File: config.mk
export PLATFORM = sky130hd
export DESIGN_NAME = pq_sorted_queue_flat
export DESIGN_NICKNAME = d
export VERILOG_FILES = /design/src/rtl/quickq_pkg.sv /design/src/rtl/pq_sorted_queue_if.sv /design/src/rtl/pq_cmp_swap.sv /design/src/rtl/pq_sorted_queue.sv /design/src/flat_wrapper.sv
export SDC_FILE = /design/constraint.sdc
export NUM_CORES = 1
export LEC_CHECK = 0
export ABC_AREA = 0
export CAP_MARGIN = 40
export CORE_AREA = 2 2 242 268
export CTS_BUF_LIST = sky130_fd_sc_hd__clkbuf_8
export CTS_CLUSTER_SIZE = 25
export DETAILED_ROUTE_END_ITERATION = 10
export DIE_AREA = 0 0 244 270
export HOLD_SLACK_MARGIN = 0.06
export PLACE_DENSITY = 0.68
export SLEW_MARGIN = 0
export SYNTH_ARGS = -nofsm -noshare
export SYNTH_HDL_FRONTEND = slang
export SYNTH_SLANG_ARGS = --single-unit
File: constraint.sdc
create_clock -name clk -period 6.5 [get_ports clk]
set_input_delay 1.3 -clock clk [delete_from_list [all_inputs] [get_ports clk]]
set_output_delay 1.3 -clock clk [all_outputs]
set_load 0.01 [all_outputs]
File: src/rtl/quickq_pkg.sv
// -----------------------------------------------------------------------------
// quickq_pkg
// Shared types and helpers for the QuickQ sorted priority-queue engine.
//   pq_state_t : engine state (IDLE, ENQ_WALK, DEQ_SHIFT)
//   pq_before  : strict unsigned ordering test; true when key a must sit
//                closer to the head than key b
// -----------------------------------------------------------------------------
package quickq_pkg;

    typedef enum logic [1:0] {
        IDLE      = 2'd0,
        ENQ_WALK  = 2'd1,
        DEQ_SHIFT = 2'd2
    } pq_state_t;

    // Widest key the ordering helper accepts; narrower keys are zero-extended
    // by the caller, which leaves an unsigned comparison unchanged.
    localparam int PQ_KEY_MAX_W = 256;

    function automatic logic pq_before(input logic [PQ_KEY_MAX_W-1:0] a,
                                       input logic [PQ_KEY_MAX_W-1:0] b,
                                       input logic                    max_first);
        return max_first ? (a > b) : (a < b);
    endfunction

endpackage

File: src/rtl/pq_sorted_queue_if.sv
// -----------------------------------------------------------------------------
// pq_sorted_queue_if
// Handshake bundle between a requester (master) and the sorted queue (slave).
//   enq_valid/enq_data/enq_ready : insert handshake
//   deq_req/deq_ready            : remove handshake
//   deq_valid/deq_data           : one-cycle result of a remove
//   count/full/empty             : occupancy status
//   busy/done                    : operation in progress / final-cycle pulse
// -----------------------------------------------------------------------------
interface pq_sorted_queue_if #(
    parameter int DATA_W = 32,
    parameter int DEPTH  = 16
);
    localparam int CNT_W = $clog2(DEPTH + 1);

    logic              enq_valid;
    logic [DATA_W-1:0] enq_data;
    logic              enq_ready;
    logic              deq_req;
    logic              deq_ready;
    logic              deq_valid;
    logic [DATA_W-1:0] deq_data;
    logic [CNT_W-1:0]  count;
    logic              full;
    logic              empty;
    logic              busy;
    logic              done;

    modport master (
        output enq_valid, enq_data, deq_req,
        input  enq_ready, deq_ready, deq_valid, deq_data,
               count, full, empty, busy, done
    );

    modport slave (
        input  enq_valid, enq_data, deq_req,
        output enq_ready, deq_ready, deq_valid, deq_data,
               count, full, empty, busy, done
    );

endinterface

File: src/rtl/pq_cmp_swap.sv
// -----------------------------------------------------------------------------
// pq_cmp_swap
// Combinational compare-and-swap cell used at the insert walk pointer.
//   carry     in  : key currently being carried down the array
//   stored    in  : key held at the walk pointer
//   write_key out : key to write back at the walk pointer
//   new_carry out : key to carry onward
//   swap      out : carry belongs before stored, so the two trade places
// -----------------------------------------------------------------------------
module pq_cmp_swap
    import quickq_pkg::*;
#(
    parameter int DATA_W    = 32,
    parameter bit MAX_FIRST = 1'b1
) (
    input  logic [DATA_W-1:0] carry,
    input  logic [DATA_W-1:0] stored,
    output logic [DATA_W-1:0] write_key,
    output logic [DATA_W-1:0] new_carry,
    output logic              swap
);

    // Strict comparison: an equal key is passed over, so equal keys keep
    // their arrival order.
    assign swap      = pq_before(PQ_KEY_MAX_W'(carry), PQ_KEY_MAX_W'(stored), MAX_FIRST);
    assign write_key = swap ? carry  : stored;
    assign new_carry = swap ? stored : carry;

endmodule

File: src/rtl/pq_sorted_queue.sv
// -----------------------------------------------------------------------------
// pq_sorted_queue
// Sorted priority queue holding up to DEPTH keys in a register array with the
// head at address 0. Inserts walk the array one address per cycle with
// compare-and-swap; removes return the head and shift the rest down.
//   clk  in : system clock
//   rst  in : synchronous active-high reset
//   bus     : pq_sorted_queue_if.slave handshake/status bundle
// -----------------------------------------------------------------------------
module pq_sorted_queue
    import quickq_pkg::*;
#(
    parameter int DATA_W    = 32,
    parameter int DEPTH     = 16,
    parameter bit MAX_FIRST = 1'b1
) (
    input  logic                clk,
    input  logic                rst,
    pq_sorted_queue_if.slave    bus
);

    localparam int CNT_W = $clog2(DEPTH + 1);
    localparam int IDX_W = $clog2(DEPTH);

    pq_state_t         state;
    pq_state_t         state_next;

    logic [DATA_W-1:0] mem [DEPTH];
    logic [DATA_W-1:0] carry;
    logic [CNT_W-1:0]  ptr;
    logic [CNT_W-1:0]  count;
    logic [IDX_W-1:0]  idx;
    logic [IDX_W-1:0]  idx_next;

    logic              deq_valid_q;
    logic              deq_done_q;
    logic [DATA_W-1:0] deq_data_q;

    logic              full;
    logic              empty;
    logic              idle;
    logic              enq_fire;
    logic              deq_fire;
    logic              walk_last;
    logic              shift_last;

    logic [DATA_W-1:0] write_key;
    logic [DATA_W-1:0] new_carry;
    logic              swap;

    assign idx      = ptr[IDX_W-1:0];
    assign idx_next = idx + IDX_W'(1);

    assign full  = (count == CNT_W'(DEPTH));
    assign empty = (count == '0);
    assign idle  = (state == IDLE);

    // A pending dequeue blocks enqueue so the two never start together.
    assign bus.deq_ready = idle && !empty;
    assign bus.enq_ready = idle && !full && !(bus.deq_req && !empty);
    assign deq_fire      = bus.deq_req && bus.deq_ready;
    assign enq_fire      = bus.enq_valid && bus.enq_ready;

    assign bus.count     = count;
    assign bus.full      = full;
    assign bus.empty     = empty;
    assign bus.busy      = !idle;
    assign bus.deq_valid = deq_valid_q;
    assign bus.deq_data  = deq_data_q;
    // A single-entry dequeue never leaves IDLE, so its done comes from a flop.
    assign bus.done      = walk_last || shift_last || deq_done_q;

    pq_cmp_swap #(
        .DATA_W    (DATA_W),
        .MAX_FIRST (MAX_FIRST)
    ) u_cmp_swap (
        .carry     (carry),
        .stored    (mem[idx]),
        .write_key (write_key),
        .new_carry (new_carry),
        .swap      (swap)
    );

    always_ff @(posedge clk) begin
        if (rst) state <= IDLE;
        else     state <= state_next;
    end

    // In DEQ_SHIFT, count has already been decremented, so the last shift
    // is at ptr == count - 1.
    always_comb begin
        state_next = state;
        walk_last  = 1'b0;
        shift_last = 1'b0;
        case (state)
            IDLE: begin
                if (deq_fire) begin
                    if (count != CNT_W'(1)) state_next = DEQ_SHIFT;
                end else if (enq_fire) begin
                    state_next = ENQ_WALK;
                end
            end
            ENQ_WALK: begin
                walk_last = (ptr == count);
                if (walk_last) state_next = IDLE;
            end
            DEQ_SHIFT: begin
                shift_last = (ptr == count - CNT_W'(1));
                if (shift_last) state_next = IDLE;
            end
            default: state_next = IDLE;
        endcase
    end

    always_ff @(posedge clk) begin
        if (rst) begin
            count       <= '0;
            ptr         <= '0;
            carry       <= '0;
            deq_valid_q <= 1'b0;
            deq_done_q  <= 1'b0;
            deq_data_q  <= '0;
        end else begin
            deq_valid_q <= 1'b0;
            deq_done_q  <= 1'b0;
            case (state)
                IDLE: begin
                    if (deq_fire) begin
                        deq_data_q  <= mem[0];
                        deq_valid_q <= 1'b1;
                        deq_done_q  <= (count == CNT_W'(1));
                        count       <= count - CNT_W'(1);
                        ptr         <= '0;
                    end else if (enq_fire) begin
                        carry <= bus.enq_data;
                        ptr   <= '0;
                    end
                end
                ENQ_WALK: begin
                    if (walk_last) begin
                        count <= count + CNT_W'(1);
                    end else begin
                        carry <= new_carry;
                        ptr   <= ptr + CNT_W'(1);
                    end
                end
                DEQ_SHIFT: begin
                    ptr <= ptr + CNT_W'(1);
                end
                default: ;
            endcase
        end
    end

    // Key storage carries no reset; entries at or above count are don't-care.
    // Writes are suppressed during reset so an aborted walk leaves no trace.
    always_ff @(posedge clk) begin
        if (!rst) begin
            case (state)
                ENQ_WALK: begin
                    if (walk_last)  mem[idx] <= carry;
                    else if (swap)  mem[idx] <= write_key;
                end
                DEQ_SHIFT: mem[idx] <= mem[idx_next];
                default: ;
            endcase
        end
    end

endmodule
File: src/flat_wrapper.sv
// flat-port wrapper written by rule: the top's interface ports become plain ports
module pq_sorted_queue_flat import quickq_pkg::*;
#(
    parameter int DATA_W    = 32,
    parameter int DEPTH     = 16,
    parameter bit MAX_FIRST = 1'b1
)
  (clk, rst, bus_enq_valid, bus_enq_data, bus_deq_req, bus_enq_ready, bus_deq_ready, bus_deq_valid, bus_deq_data, bus_count, bus_full, bus_empty, bus_busy, bus_done);
  pq_sorted_queue_if #(.DATA_W(DATA_W), .DEPTH(DEPTH)) bus_i ();
  input  logic clk;
  input  logic rst;
  input wire logic [$bits(bus_i.enq_valid)-1:0] bus_enq_valid;
  input wire logic [$bits(bus_i.enq_data)-1:0] bus_enq_data;
  input wire logic [$bits(bus_i.deq_req)-1:0] bus_deq_req;
  output wire logic [$bits(bus_i.enq_ready)-1:0] bus_enq_ready;
  output wire logic [$bits(bus_i.deq_ready)-1:0] bus_deq_ready;
  output wire logic [$bits(bus_i.deq_valid)-1:0] bus_deq_valid;
  output wire logic [$bits(bus_i.deq_data)-1:0] bus_deq_data;
  output wire logic [$bits(bus_i.count)-1:0] bus_count;
  output wire logic [$bits(bus_i.full)-1:0] bus_full;
  output wire logic [$bits(bus_i.empty)-1:0] bus_empty;
  output wire logic [$bits(bus_i.busy)-1:0] bus_busy;
  output wire logic [$bits(bus_i.done)-1:0] bus_done;
  assign bus_i.enq_valid = bus_enq_valid;
  assign bus_i.enq_data = bus_enq_data;
  assign bus_i.deq_req = bus_deq_req;
  assign bus_enq_ready = bus_i.enq_ready;
  assign bus_deq_ready = bus_i.deq_ready;
  assign bus_deq_valid = bus_i.deq_valid;
  assign bus_deq_data = bus_i.deq_data;
  assign bus_count = bus_i.count;
  assign bus_full = bus_i.full;
  assign bus_empty = bus_i.empty;
  assign bus_busy = bus_i.busy;
  assign bus_done = bus_i.done;
  pq_sorted_queue #(.DATA_W(DATA_W), .DEPTH(DEPTH), .MAX_FIRST(MAX_FIRST)) u_core (.clk(clk), .rst(rst), .bus(bus_i));
endmodule
* Word level (Yosys, flattened, before mapping)
Memory sizes are Yosys's and may differ from the RTL's. A register that Yosys moved wholly into a read port is not among the register bits.
Index checks and enable logic that the tools add are counted.
** Cells by class
- Add/subtract/negate cells :: 4
- $lt $le $gt $ge :: 1
- Eq/ne operators :: 17
- Muxes and demuxes :: 38
- Bitwise operators :: 4
- Reductions and logical operators :: 23
** Operator list (count)
- $mux W32 :: 7
- $pmux W32 S2 :: 1
- $gt A32 B32 Y1 :: 1
- $mux W5 :: 5
- $mux W1 :: 15
- $pmux W5 S3 :: 1
- $add A5 B1 Y5 const B :: 2
- $eq A5 B5 Y1 :: 2
- $mux W2 :: 5
- $ne A2 B2 Y1 const B :: 5
- $pmux W5 S2 :: 1
- $mux W4 :: 2
- $logic_and A1 B1 Y1 :: 6
- $ne A2 B1 Y1 const B :: 3
- $ne A3 B3 Y1 const B :: 2
- $pmux W2 S3 :: 1
- $reduce_and A3 Y1 :: 2
- $eq A5 B1 Y1 const B :: 1
- $eq A5 B5 Y1 const B :: 1
- $logic_not A5 Y1 :: 1
- $ne A5 B1 Y1 const B :: 1
- $reduce_and A5 Y1 :: 1
- $sub A5 B1 Y5 const B :: 1
- $add A4 B1 Y4 const B :: 1
- 13 further kinds :: 19
** Storage, ports and cells
- Flip-flop bits (word level) :: 46
- RAM bits :: 512
- Bits of input ports :: 36
- Memories :: 1
** Memories
- u_core.mem :: depth 16, bits a word 32, read ports 3, clocked after Yosys merged registers in 2, wr ports 1, RTL line pq_sorted_queue.sv:28 : logic [DATA_W-1:0] mem [DEPTH];

* Longest topological paths before layout
- Word-level depth :: 11
- Depth in mapped cells :: 16
- Gate-level depth less buffers :: 12

* Cells and area by module
Synthesis repeated with hierarchy kept, for this count alone.
** Unflattened totals
- Cell total of the unflattened synthesis :: 1661
- Area, all modules :: 29385.7 µm²
** Modules (own cells, without submodules)
- pq_sorted_queue :: instances 1, cells an instance 1475, area each 27531.4 µm², seq. area each 17016.3 µm²
- pq_cmp_swap :: instances 1, cells an instance 186, area each 1854.3 µm², seq. area each 0.0 µm²

* Worst setup path before layout
Ideal clock, no wire load.
- Path type :: register -> register
- Start :: reg with a tool-made name
- End :: mem u_core.mem[10][0] (enable)
- Library setup time :: 0.461 ns
- Data arrival time :: 5.433 ns
- Data required time :: 6.039 ns
- Path slack :: 0.606 ns
- Stages on the path, launching flop included :: 14
- Clock period less this slack :: 5.894 ns
- Path through :: dfxtp_1 > buf_2 > buf_2 > mux4_2 > mux2_2 > o21ai_1 > ha_1 > nand4_1 > nor4_2 > a21boi_1 > o41a_1 > a2111oi_0 > a211o_2 > nor3_1
** RTL lines (RTL line)
- to (decl) :: pq_sorted_queue.sv:28

==> results.toml <==
[run_status]
status = "finished clean"

[finish]
multi_input_area_um2 = 10800
regArea_um2 = 17000
drive_gt1_share_pct = 31.4
final_nets = 1852
syn_to_final_growth_pct = 14.3
fill_cells = 5061
mostFrequentLayoutCells = "512 x edfxtp_1, 288 x mux4_2, 122 x nand2_1, 117 x a21oi_1, 106 x clkbuf_8"
final_common_cell = "edfxtp_1"

[clock_tree]
numCtsBuffers = 94
clock-root-buffer = "clkbuf_8"
postCtsSetupBuffers = 0
cts_tree = "done"
clock_latency_ps = 710
ctsResizeCount = 0
path_clk_slew_ps = 70
htreeDepth = 3
clockBufferDepth = 3
cts.sinks = 594
postCtsHoldBufs = 0

[placement]
portBuffers = 79
gp_congestion = 0.823
dpl.hpwl_mm = 45.9

[global_routing]
use_met3_pct = 4.11
groute.layer.met1.usage_pct = 31.8
grt_pass1_wl_mm = 114
grt-ovfl-total = 0
track_usage_pct = 23.3
antenna_found_initial = 1
busiest_layer = "met2"
grt_max_degree = 58
grt_pass1_vias = 17500
use_met2_pct = 37.7

[setup_path]
cp.required_ps = 6880
ff2ff_setup_slack_ps = 910
reg2reg_to = "u_core.mem[6][25]"
critPathLaunchType = "flip-flop"
cp.arrival_ps = 5970
cp_max_fo = 32
reg2reg_depth = 13
end_kind = "flip-flop"
worstSetupPathType = "flip-flop to flip-flop"

[timing]
hold_ws_ps = 453
hold_violations = 0
max_freq_mhz = 179
worst_pin_slew_ps = 905
fin_skew_ps = 42.4
finalCritPeriodShare_pct = 86.0
setup_viol = 0
fin_setup_tns_ps = 0
slew_violations = 0
period_minus_slack_ps = 5590
slew-limit-headroom_pct = 39.7
rsz0062_at_grt = "no"

[yosys]
synth.distinct_cells = 49
synth_area_um2 = 28200
synth_cells = 1657
ys_seq_elements = 594
yosysSeqAreaShare_pct = 60.4
avgSynthCellArea_um2 = 17.0
async_flop_share_pct = 0
synth-edff-count = 512
synthFlopType = "edfxtp_1"
syn_nets = 1737
yosysWarnings = 0

[floorplan]
initial_utilization_pct = 44.6
pin_count = 80
dieArea_um2 = 65900
die_w_um = 244
fp-row-count = 97
die_y_um = 270
core_um2 = 63200

[worst_hold_path]
hold_path_depth = 2
holdCritStartpoint = "u_core.bus.deq_data[1]"
hold_end = "u_core.bus.deq_data[1]"
hold_path.class = "flip-flop to flip-flop"

[drt]
vias = 17000
dr.pass1.iters = 6
wl_mm = 75.9
ant_nets = 0
drt_iter0_markers = 1530
via_per_inst = 6.30
drc = 0
wl_per_cell_um = 28.2

[power_and_ir_drop]
p_total_mw = 13.1
peakVddDrop_uv = 467
power_leakage_nw = 10.1
power-per-cell-area_nw_per_um2 = 407

[flow_run]
drv_cap = 0
## report_power, final
group / internal [mW] / total [mW] / switching [mW]
combinational: 2.26 / 4.94 / 2.68
clock: 1.70 / 3.22 / 1.53
sequential: 4.70 / 4.95 / 0.250
## final cells by class
| class | instances | area share [%] |
|---|---|---|
| sequential | 594 | 52.9 |
| inverter | 11 | 0.128 |
| timing repair buffer | 143 | 4.47 |
| clock buffer | 106 | 4.53 |
| multi-input combinational | 928 | 33.4 |
| tap | 841 | 3.27 |
| antenna | 1 | 0.00777 |
| clock inverter | 72 | 1.36 |
## critical path, stage by stage, from the launching register on
cell	delay, ps
dfxtp_4	680
buf_12	350
mux4_2	550
mux2_2	270
o21ai_1	220
ha_1	280
nor2b_1	130
o21ai_0	420
a21boi_1	140
o41a_1	460
a2111oi_0	600
a211o_2	650
nor2_4	150
buf_4	330
## logic make-up after synthesis
kind of cell / after synthesis / synth area share [%]
adders and majority gates: 44 / 1.95
xor gates and xnor gates: 16 / 0.497
DFF: 594 / 60.4
muxes: 386 / 26.8
and+or+nand+nor: 302 / 4.79
AOI/OAI and AO/OA: 180 / 3.50
buffers and inverters: 135 / 2.14
## flip-flops by register name, indices dropped and copies added, names as in the netlist, named ones only
register              flops
u_core.bus.count          5
u_core.bus.deq_data      32
u_core.bus.deq_valid      1
u_core.carry             32
u_core.deq_done_q         1
u_core.mem              512
u_core.ptr                5
u_core.state              2
## through the flow
stage | std cells | area [um2] | utilization, % | setup WS [ps]
floorplan | 1657 | 28200 | - | 606
global placement | 2512 | 30200 | 47.8 | 1050
CTS | 2695 | 32200 | 51.0 | 986
finish | 2696 | 32200 | 51.0 | 913
detailed placement | 2517 | 30300 | 48.0 | 981
global route | 2696 | 32200 | 51.0 | 631
## per-layer routing
metal  up-vias  share of wire, %
met5         -                 0
met4         0               2.8
met3       148               8.5
met2       976                49
met1      8835                39
li1       7021                 -
## Yosys cell counts, drive strengths merged, types with 11 or more instances
master	instances	share of area (%)
mux2i	35	1.2
mux2	63	2.5
nor3	72	1.3
buf	59	1.1
nor2	64	0.86
clkbuf	65	0.87
o21ai	41	0.73
nand2	123	1.6
nand3	14	0.25
inv	11	0.15
ha	44	2.0
a21oi	117	2.1
dfxtp	82	5.8
mux4	288	23
edfxtp	512	55
## how the worst max path moves through the flow
stage	start	slack (ps)	end	cells after the start
floorplan	flip-flop	610	u_core.mem[10][0]	13
finish	flip-flop	910	u_core.mem[6][25]	13
global placement	flip-flop	1050	u_core.mem[6][25]	13
detailed placement	flip-flop	980	u_core.mem[8][16]	13
CTS	flip-flop	990	u_core.mem[6][25]	13
global route	flip-flop	630	u_core.mem[8][16]	12
Power figures use the tool's default switching activity.
